**config.mk**
```make
export PLATFORM = sky130hd
export DESIGN_NAME = des_key_scheduler_flat
export DESIGN_NICKNAME = d
export VERILOG_FILES = /design/src/rtl/des_key_scheduler_if.sv /design/src/rtl/des_key_scheduler.sv /design/src/flat_wrapper.sv
export SDC_FILE = /design/constraint.sdc
export NUM_CORES = 1
export LEC_CHECK = 0
export CAP_MARGIN = 0
export CORE_AREA = 4 4 123 125
export DETAILED_ROUTE_END_ITERATION = 16
export DIE_AREA = 0 0 127 129
export GPL_ROUTABILITY_DRIVEN = 0
export PLACE_DENSITY = 0.8
export SYNTH_ARGS = -nofsm -noshare
export SYNTH_HDL_FRONTEND = slang
export SYNTH_SLANG_ARGS = --single-unit
```
**constraint.sdc**
```tcl
create_clock -name CLK -period 5.7 [get_ports CLK]
set_input_delay 1.71 -clock CLK [delete_from_list [all_inputs] [get_ports CLK]]
set_output_delay 1.71 -clock CLK [all_outputs]
set_load 0.1 [all_outputs]
```
**src/rtl/des_key_scheduler_if.sv**
```systemverilog
// rtl/des_key_scheduler_if.sv - key intake and subkey stream handshake bundle for the DES key scheduler

interface des_key_scheduler_if;
    logic [63:0] key_in;
    logic        key_decrypt;
    logic        key_valid;
    logic        key_ready;
    logic [47:0] subkey;
    logic [3:0]  subkey_round;
    logic        subkey_last;
    logic        subkey_valid;
    logic        subkey_ready;

    modport master (
        output key_in, key_decrypt, key_valid, subkey_ready,
        input  key_ready, subkey, subkey_round, subkey_last, subkey_valid
    );

    modport slave (
        input  key_in, key_decrypt, key_valid, subkey_ready,
        output key_ready, subkey, subkey_round, subkey_last, subkey_valid
    );
endinterface

```
**src/rtl/des_key_scheduler.sv**
```systemverilog
// rtl/des_key_scheduler.sv - DES key schedule sequencer streaming 16 PC-2 subkeys in encrypt or decrypt order

module des_key_scheduler (
    input  logic                   CLK,
    input  logic                   RESET_N,
    des_key_scheduler_if.slave     bus
);

    typedef enum logic [1:0] {IDLE, GEN, OUT} state_t;

    state_t      state, state_nxt;
    logic [27:0] c_q, d_q, c_rot, d_rot;
    logic        mode_q;
    logic [3:0]  round_q;
    logic [47:0] subkey_q;
    logic        subkey_valid_q, subkey_last_q, key_ready_q;
    logic        accept, load, adv, done;
    logic [1:0]  rot_amt;
    logic        rot_left;
    logic [55:0] pc1_key;
    logic        unused_parity;

    // PC-1: DES bit j of the key lives at k[64-j]; result is {C, D} with C in [55:28]
    function automatic logic [55:0] pc1(input logic [63:0] k);
        return {k[7],  k[15], k[23], k[31], k[39], k[47], k[55],
                k[63], k[6],  k[14], k[22], k[30], k[38], k[46],
                k[54], k[62], k[5],  k[13], k[21], k[29], k[37],
                k[45], k[53], k[61], k[4],  k[12], k[20], k[28],
                k[1],  k[9],  k[17], k[25], k[33], k[41], k[49],
                k[57], k[2],  k[10], k[18], k[26], k[34], k[42],
                k[50], k[58], k[3],  k[11], k[19], k[27], k[35],
                k[43], k[51], k[59], k[36], k[44], k[52], k[60]};
    endfunction

    // PC-2: CD position j lives at cd[56-j]; result bit 47 is subkey bit 1
    function automatic logic [47:0] pc2(input logic [55:0] cd);
        return {cd[42], cd[39], cd[45], cd[32], cd[55], cd[51], cd[53], cd[28],
                cd[41], cd[50], cd[35], cd[46], cd[33], cd[37], cd[44], cd[52],
                cd[30], cd[48], cd[40], cd[49], cd[29], cd[36], cd[43], cd[54],
                cd[15], cd[4],  cd[25], cd[19], cd[9],  cd[1],  cd[26], cd[16],
                cd[5],  cd[11], cd[23], cd[8],  cd[12], cd[7],  cd[17], cd[0],
                cd[22], cd[3],  cd[10], cd[14], cd[6],  cd[20], cd[27], cd[24]};
    endfunction

    // Shift table S[1..16]; rounds 1, 2, 9 and 16 shift by one, the rest by two
    function automatic logic [1:0] shift_of(input logic [4:0] n);
        case (n)
            5'd1, 5'd2, 5'd9, 5'd16: return 2'd1;
            default:                 return 2'd2;
        endcase
    endfunction

    function automatic logic [27:0] rot28(input logic [27:0] x, input logic [1:0] amt, input logic left);
        case (amt)
            2'd1:    return left ? {x[26:0], x[27]}    : {x[0], x[27:1]};
            2'd2:    return left ? {x[25:0], x[27:26]} : {x[1:0], x[27:2]};
            default: return x;
        endcase
    endfunction

    assign pc1_key       = pc1(bus.key_in);
    assign unused_parity = ^{bus.key_in[56], bus.key_in[48], bus.key_in[40], bus.key_in[32],
                             bus.key_in[24], bus.key_in[16], bus.key_in[8],  bus.key_in[0]};

    // State register
    always_ff @(posedge CLK) begin
        if (!RESET_N) state <= IDLE;
        else          state <= state_nxt;
    end

    // Next state and datapath strobes; key_ready is a registered copy of IDLE so accept needs only key_valid
    always_comb begin
        state_nxt = state;
        accept    = 1'b0;
        load      = 1'b0;
        adv       = 1'b0;
        done      = 1'b0;
        case (state)
            IDLE: if (bus.key_valid) begin
                accept    = 1'b1;
                state_nxt = GEN;
            end
            GEN: begin
                load      = 1'b1;
                state_nxt = OUT;
            end
            OUT: if (bus.subkey_ready) begin
                if (round_q == 4'd15) begin
                    done      = 1'b1;
                    state_nxt = IDLE;
                end else begin
                    adv = 1'b1;
                end
            end
            default: state_nxt = IDLE;
        endcase
    end

    // Rotation select: encrypt leads by S[r+2] to the next round, decrypt walks back by S[16-r];
    // decrypt starts at C0/D0 because the full 28-bit tour returns to the origin
    always_comb begin
        rot_amt  = 2'd0;
        rot_left = 1'b1;
        if (state == GEN) begin
            rot_amt = mode_q ? 2'd0 : 2'd1;
        end else if (mode_q) begin
            rot_amt  = shift_of(5'd16 - {1'b0, round_q});
            rot_left = 1'b0;
        end else begin
            rot_amt = shift_of({1'b0, round_q} + 5'd2);
        end
        c_rot = rot28(c_q, rot_amt, rot_left);
        d_rot = rot28(d_q, rot_amt, rot_left);
    end

    // Key halves, round counter and registered subkey stream outputs
    always_ff @(posedge CLK) begin
        if (!RESET_N) begin
            c_q            <= '0;
            d_q            <= '0;
            mode_q         <= 1'b0;
            round_q        <= '0;
            subkey_q       <= '0;
            subkey_valid_q <= 1'b0;
            subkey_last_q  <= 1'b0;
            key_ready_q    <= 1'b1;
        end else begin
            if (accept) begin
                c_q         <= pc1_key[55:28];
                d_q         <= pc1_key[27:0];
                mode_q      <= bus.key_decrypt;
                round_q     <= '0;
                key_ready_q <= 1'b0;
            end
            if (load || adv) begin
                c_q            <= c_rot;
                d_q            <= d_rot;
                subkey_q       <= pc2({c_rot, d_rot});
                subkey_valid_q <= 1'b1;
            end
            if (load) begin
                round_q       <= '0;
                subkey_last_q <= 1'b0;
            end
            if (adv) begin
                round_q       <= round_q + 4'd1;
                subkey_last_q <= (round_q == 4'd14);
            end
            if (done) begin
                subkey_valid_q <= 1'b0;
                subkey_last_q  <= 1'b0;
                key_ready_q    <= 1'b1;
            end
        end
    end

    assign bus.key_ready    = key_ready_q;
    assign bus.subkey       = subkey_q;
    assign bus.subkey_round = round_q;
    assign bus.subkey_last  = subkey_last_q;
    assign bus.subkey_valid = subkey_valid_q;

endmodule

```
**src/flat_wrapper.sv**
```systemverilog
// flat-port wrapper written by rule: the top's interface ports become plain ports
module des_key_scheduler_flat 
  (CLK, RESET_N, bus_key_in, bus_key_decrypt, bus_key_valid, bus_subkey_ready, bus_key_ready, bus_subkey, bus_subkey_round, bus_subkey_last, bus_subkey_valid);
  des_key_scheduler_if bus_i ();
  input  logic CLK;
  input  logic RESET_N;
  input wire logic [$bits(bus_i.key_in)-1:0] bus_key_in;
  input wire logic [$bits(bus_i.key_decrypt)-1:0] bus_key_decrypt;
  input wire logic [$bits(bus_i.key_valid)-1:0] bus_key_valid;
  input wire logic [$bits(bus_i.subkey_ready)-1:0] bus_subkey_ready;
  output wire logic [$bits(bus_i.key_ready)-1:0] bus_key_ready;
  output wire logic [$bits(bus_i.subkey)-1:0] bus_subkey;
  output wire logic [$bits(bus_i.subkey_round)-1:0] bus_subkey_round;
  output wire logic [$bits(bus_i.subkey_last)-1:0] bus_subkey_last;
  output wire logic [$bits(bus_i.subkey_valid)-1:0] bus_subkey_valid;
  assign bus_i.key_in = bus_key_in;
  assign bus_i.key_decrypt = bus_key_decrypt;
  assign bus_i.key_valid = bus_key_valid;
  assign bus_i.subkey_ready = bus_subkey_ready;
  assign bus_key_ready = bus_i.key_ready;
  assign bus_subkey = bus_i.subkey;
  assign bus_subkey_round = bus_i.subkey_round;
  assign bus_subkey_last = bus_i.subkey_last;
  assign bus_subkey_valid = bus_i.subkey_valid;
  des_key_scheduler u_core (.CLK(CLK), .RESET_N(RESET_N), .bus(bus_i));
endmodule
```
==> results.sh <==
export IMPL_cp_required_ps=3990
export IMPL_cp_max_fo=9
export IMPL_yosysUniqueCellTypes=45
export IMPL_fp_dieW_um=127
export IMPL_ys_ff_latch=114
export IMPL_vias_per_cell=6.40
export IMPL_syn_inst=942
export IMPL_syn_area_per_cell_um2=8.00
export IMPL_skew_ps=8.87
export IMPL_max_slew_margin_rel_pct=21.0
export IMPL_rows=43
export IMPL_fin_nets=1070
export IMPL_final_util_pct=65.6
export IMPL_clock_sinks=114
export IMPL_outcome="finished, final reports clean"
export IMPL_pwr_density_cell_nw_per_um2=327
export IMPL_setup_tns_ps=0
export IMPL_synth_top_cell_area_share_pct=30.3
export IMPL_port_buffers=115
export IMPL_grt_remaining_overflow=0
export IMPL_start_util_pct=54.3
export IMPL_cts_clk_slew_worst_paths_ps=60
export IMPL_cts_root_buf="clkbuf_16"
export IMPL_timing_fmax_mhz=262
export IMPL_grt_max_degree=98
export IMPL_drtAntennaViolNets=0
export IMPL_wirelength_mm=22.4
export IMPL_dieHeight_um=129
export IMPL_dr_pass1_iters=5
export IMPL_grt_pass1_wl_mm=36.0
export IMPL_syn_num_nets=1020
export IMPL_fillers=1195
export IMPL_synth_sequential_area_ratio_pct=30.3
export IMPL_core_area_um2=13900
export IMPL_seqCellArea_um2=2280
export IMPL_grt_pass1_vias=6958
export IMPL_wire_per_inst_um=18.9
export IMPL_critical_path_top_delay_family="buffers and inverters"
export IMPL_fin_worst_hold_slack_ps=454
export IMPL_ys_top_cells_by_area="dfxtp_1, mux2_2, nand2_1"
export IMPL_dp_cells=1153
export IMPL_p_leak_nw=3.51
export IMPL_num_antenna_cells=0
export IMPL_synth_edff_count=0
export IMPL_period_minus_slack_ps=3820
export IMPL_layout_drive_gt1_share_pct=11.9
export IMPL_worstSkewPairLatency_ps=430
export IMPL_hold_start="u_core.bus.subkey_last"
export IMPL_syn_area_um2=7530
export IMPL_grt_usage_pct=27.1
export IMPL_ctsResizeCount=0
export IMPL_multi_input_area_um2=4780
export IMPL_hold_class="register to register"
export IMPL_synth_ff_type="dfxtp_1"
export IMPL_ir_drop_v=0.000243
export IMPL_grt_antenna_before_repair=0
export IMPL_ys_warn_count=0
export IMPL_io_pins=124
export IMPL_cts_setup_buffers=0
export IMPL_slew_violations=0
export IMPL_r2r_start="u_core.bus.subkey_round[2]"
export IMPL_dr_first_iter_drc_count=895
export IMPL_cts_tree="yes"
export IMPL_dp_hpwl_mm=14.2
export IMPL_worst_pin_slew_ps=1180
export IMPL_finalCritPeriodShare_pct=67.1
export IMPL_htree_levels=4
export IMPL_setup_viol=0
export IMPL_slowest_delay_ps=1200
export IMPL_finalHoldViolCount=0
export IMPL_setup_worst_path_start="u_core.bus.subkey_round[3]"
export IMPL_cap_violations=0
export IMPL_cts_buffer_depth=2
export IMPL_synth_async_sr_flop_share_pct=0
export IMPL_stdcell_count=1183
export IMPL_crit_chain="clkdlybuf4s50_1"
export IMPL_holdBufCountCts=0
export IMPL_rsz0062_at_grt="no"
export IMPL_cp_start_kind="register"
export IMPL_critical_path_slowest_cell="clkdlybuf4s50_1"
export IMPL_cp_arrival_ps=2110
export IMPL_critPathBufInv=1
export IMPL_cts_buffers=17
export IMPL_crit_type="register to output port"
export IMPL_die_area_um2=16400
export IMPL_vias=7577
export IMPL_endpoint_kind="output port"
export IMPL_area_growth_pct=20.9
export IMPL_drcViolationCount=0
export IMPL_synth_largest_area_cell="dfxtp_1"
-- cell families (layout without fill, tap and decap cells) --
logic type | count (synthesis) | count (layout) | synth area share [%]
adders and majority gates | 9 | 9 | 1.49
AOI/OAI and AO/OA | 230 | 230 | 22.1
DFF | 114 | 114 | 30.3
muxes | 85 | 85 | 12.5
xor gates and xnor gates | 2 | 2 | 0.233
buffers and inverters | 103 | 164 | 6.41
and+or+nand+nor | 399 | 399 | 26.9
-- cell usage in the layout (no fill, tap or decap), types with 4 or more instances in the layout --
cell type	count
nand2_1	119
clkdlybuf4s50_1	114
dfxtp_1	114
nand3_1	71
o21ai_0	67
nor3_1	60
mux2_2	59
nand2b_1	39
nand3b_1	37
and3_1	35
a21oi_1	28
nor2_1	22
mux2i_1	22
a21o_1	20
o2111a_1	20
a32o_1	20
clkbuf_16	17
a221oi_1	16
o211ai_1	15
buf_4	15
o31ai_1	14
a31oi_1	11
nand4_1	8
ha_1	7
a21boi_0	6
inv_1	5
a221oi_2	5
clkinv_2	5
mux2_4	4
clkbuf_8	4
-- through the flow --
step	cell area (um2)	setup WS, ps	power (mW)
global route	9110	1650	3.12
CTS	9110	1850	2.98
finish	9110	1880	2.98
floorplan	7530	2040	1.74
detailed placement	8560	1600	1.98
global placement	8560	1630	1.96
-- flip-flops by register name, summed over array words and instances, names as in the netlist --
signal,flops
u_core.bus.subkey_round,4
u_core.bus.subkey_valid,1
u_core.c_q,28
u_core.bus.key_ready,1
u_core.bus.subkey,48
u_core.mode_q,1
u_core.d_q,28
u_core.bus.subkey_last,1
u_core.state,2
-- Yosys cell counts, types with 4 or more instances --
| master | count |
|---|---|
| nor2_1 | 22 |
| a221oi_2 | 5 |
| and3_1 | 35 |
| inv_1 | 5 |
| nand2_1 | 119 |
| o211ai_1 | 15 |
| a21boi_0 | 6 |
| a32o_1 | 20 |
| clkbuf_1 | 61 |
| o31ai_1 | 14 |
| buf_2 | 24 |
| mux2_4 | 4 |
| mux2i_1 | 22 |
| nor3_1 | 60 |
| a21o_1 | 20 |
| buf_1 | 4 |
| dfxtp_1 | 114 |
| nand2b_1 | 39 |
| buf_6 | 6 |
| nand3b_1 | 37 |
| a31oi_1 | 11 |
| o2111a_1 | 20 |
| a21oi_1 | 28 |
| nand3_1 | 71 |
| mux2_2 | 59 |
| nand4_1 | 8 |
| ha_1 | 9 |
| a221oi_1 | 16 |
| o21ai_0 | 67 |
-- report_power, final --
group	total (mW)	internal, mW	switching [mW]	leakage, nW
logic	0.994	0.351	0.643	2.30
clock network	0.997	0.635	0.362	0.275
registers	0.991	0.888	0.103	0.936
-- worst register-to-register path, cell delays in order, from the launching register on --
cell,delay (ps)
dfxtp_1,480
inv_1,140
ha_1,220
nand2b_1,90
a31o_2,150
o221ai_1,130
nand2b_1,250
o211a_1,190
ha_2,330
buf_4,690
nor2_2,310
buf_4,310
nor3_1,250
nor3_1,80
-- per-layer routing --
layer	vias to the layer above	wire, um	share of wire (%)	global-route usage, %
met1	3602	9460	42	35.0
li1	3587	-	-	-
met5	-	0	0	0
met4	0	624	2.8	9.59
met3	60	1600	7.1	5.52
met2	328	10700	48	45.1
-- final cells by class --
type,count,share of cell area (%)
inverters,5,0.206
flip-flops and latches,114,25.0
clock inverters,6,0.604
multi-input cells,725,52.5
well taps,180,2.47
repair buffers,129,13.8
clock buffers,24,5.40
-- worst paths after layout --
kind                            endpoint  slack, ps  depth (start not counted)
setup / recovery     bus_subkey_round[3]       1880                          1
hold / removal    u_core.bus.subkey_last        450                          2
setup reg to reg          u_core.d_q[18]       1970                         13
hold reg to reg   u_core.bus.subkey_last        450                          2
Note: power is estimated with default switching activity, not from simulation.
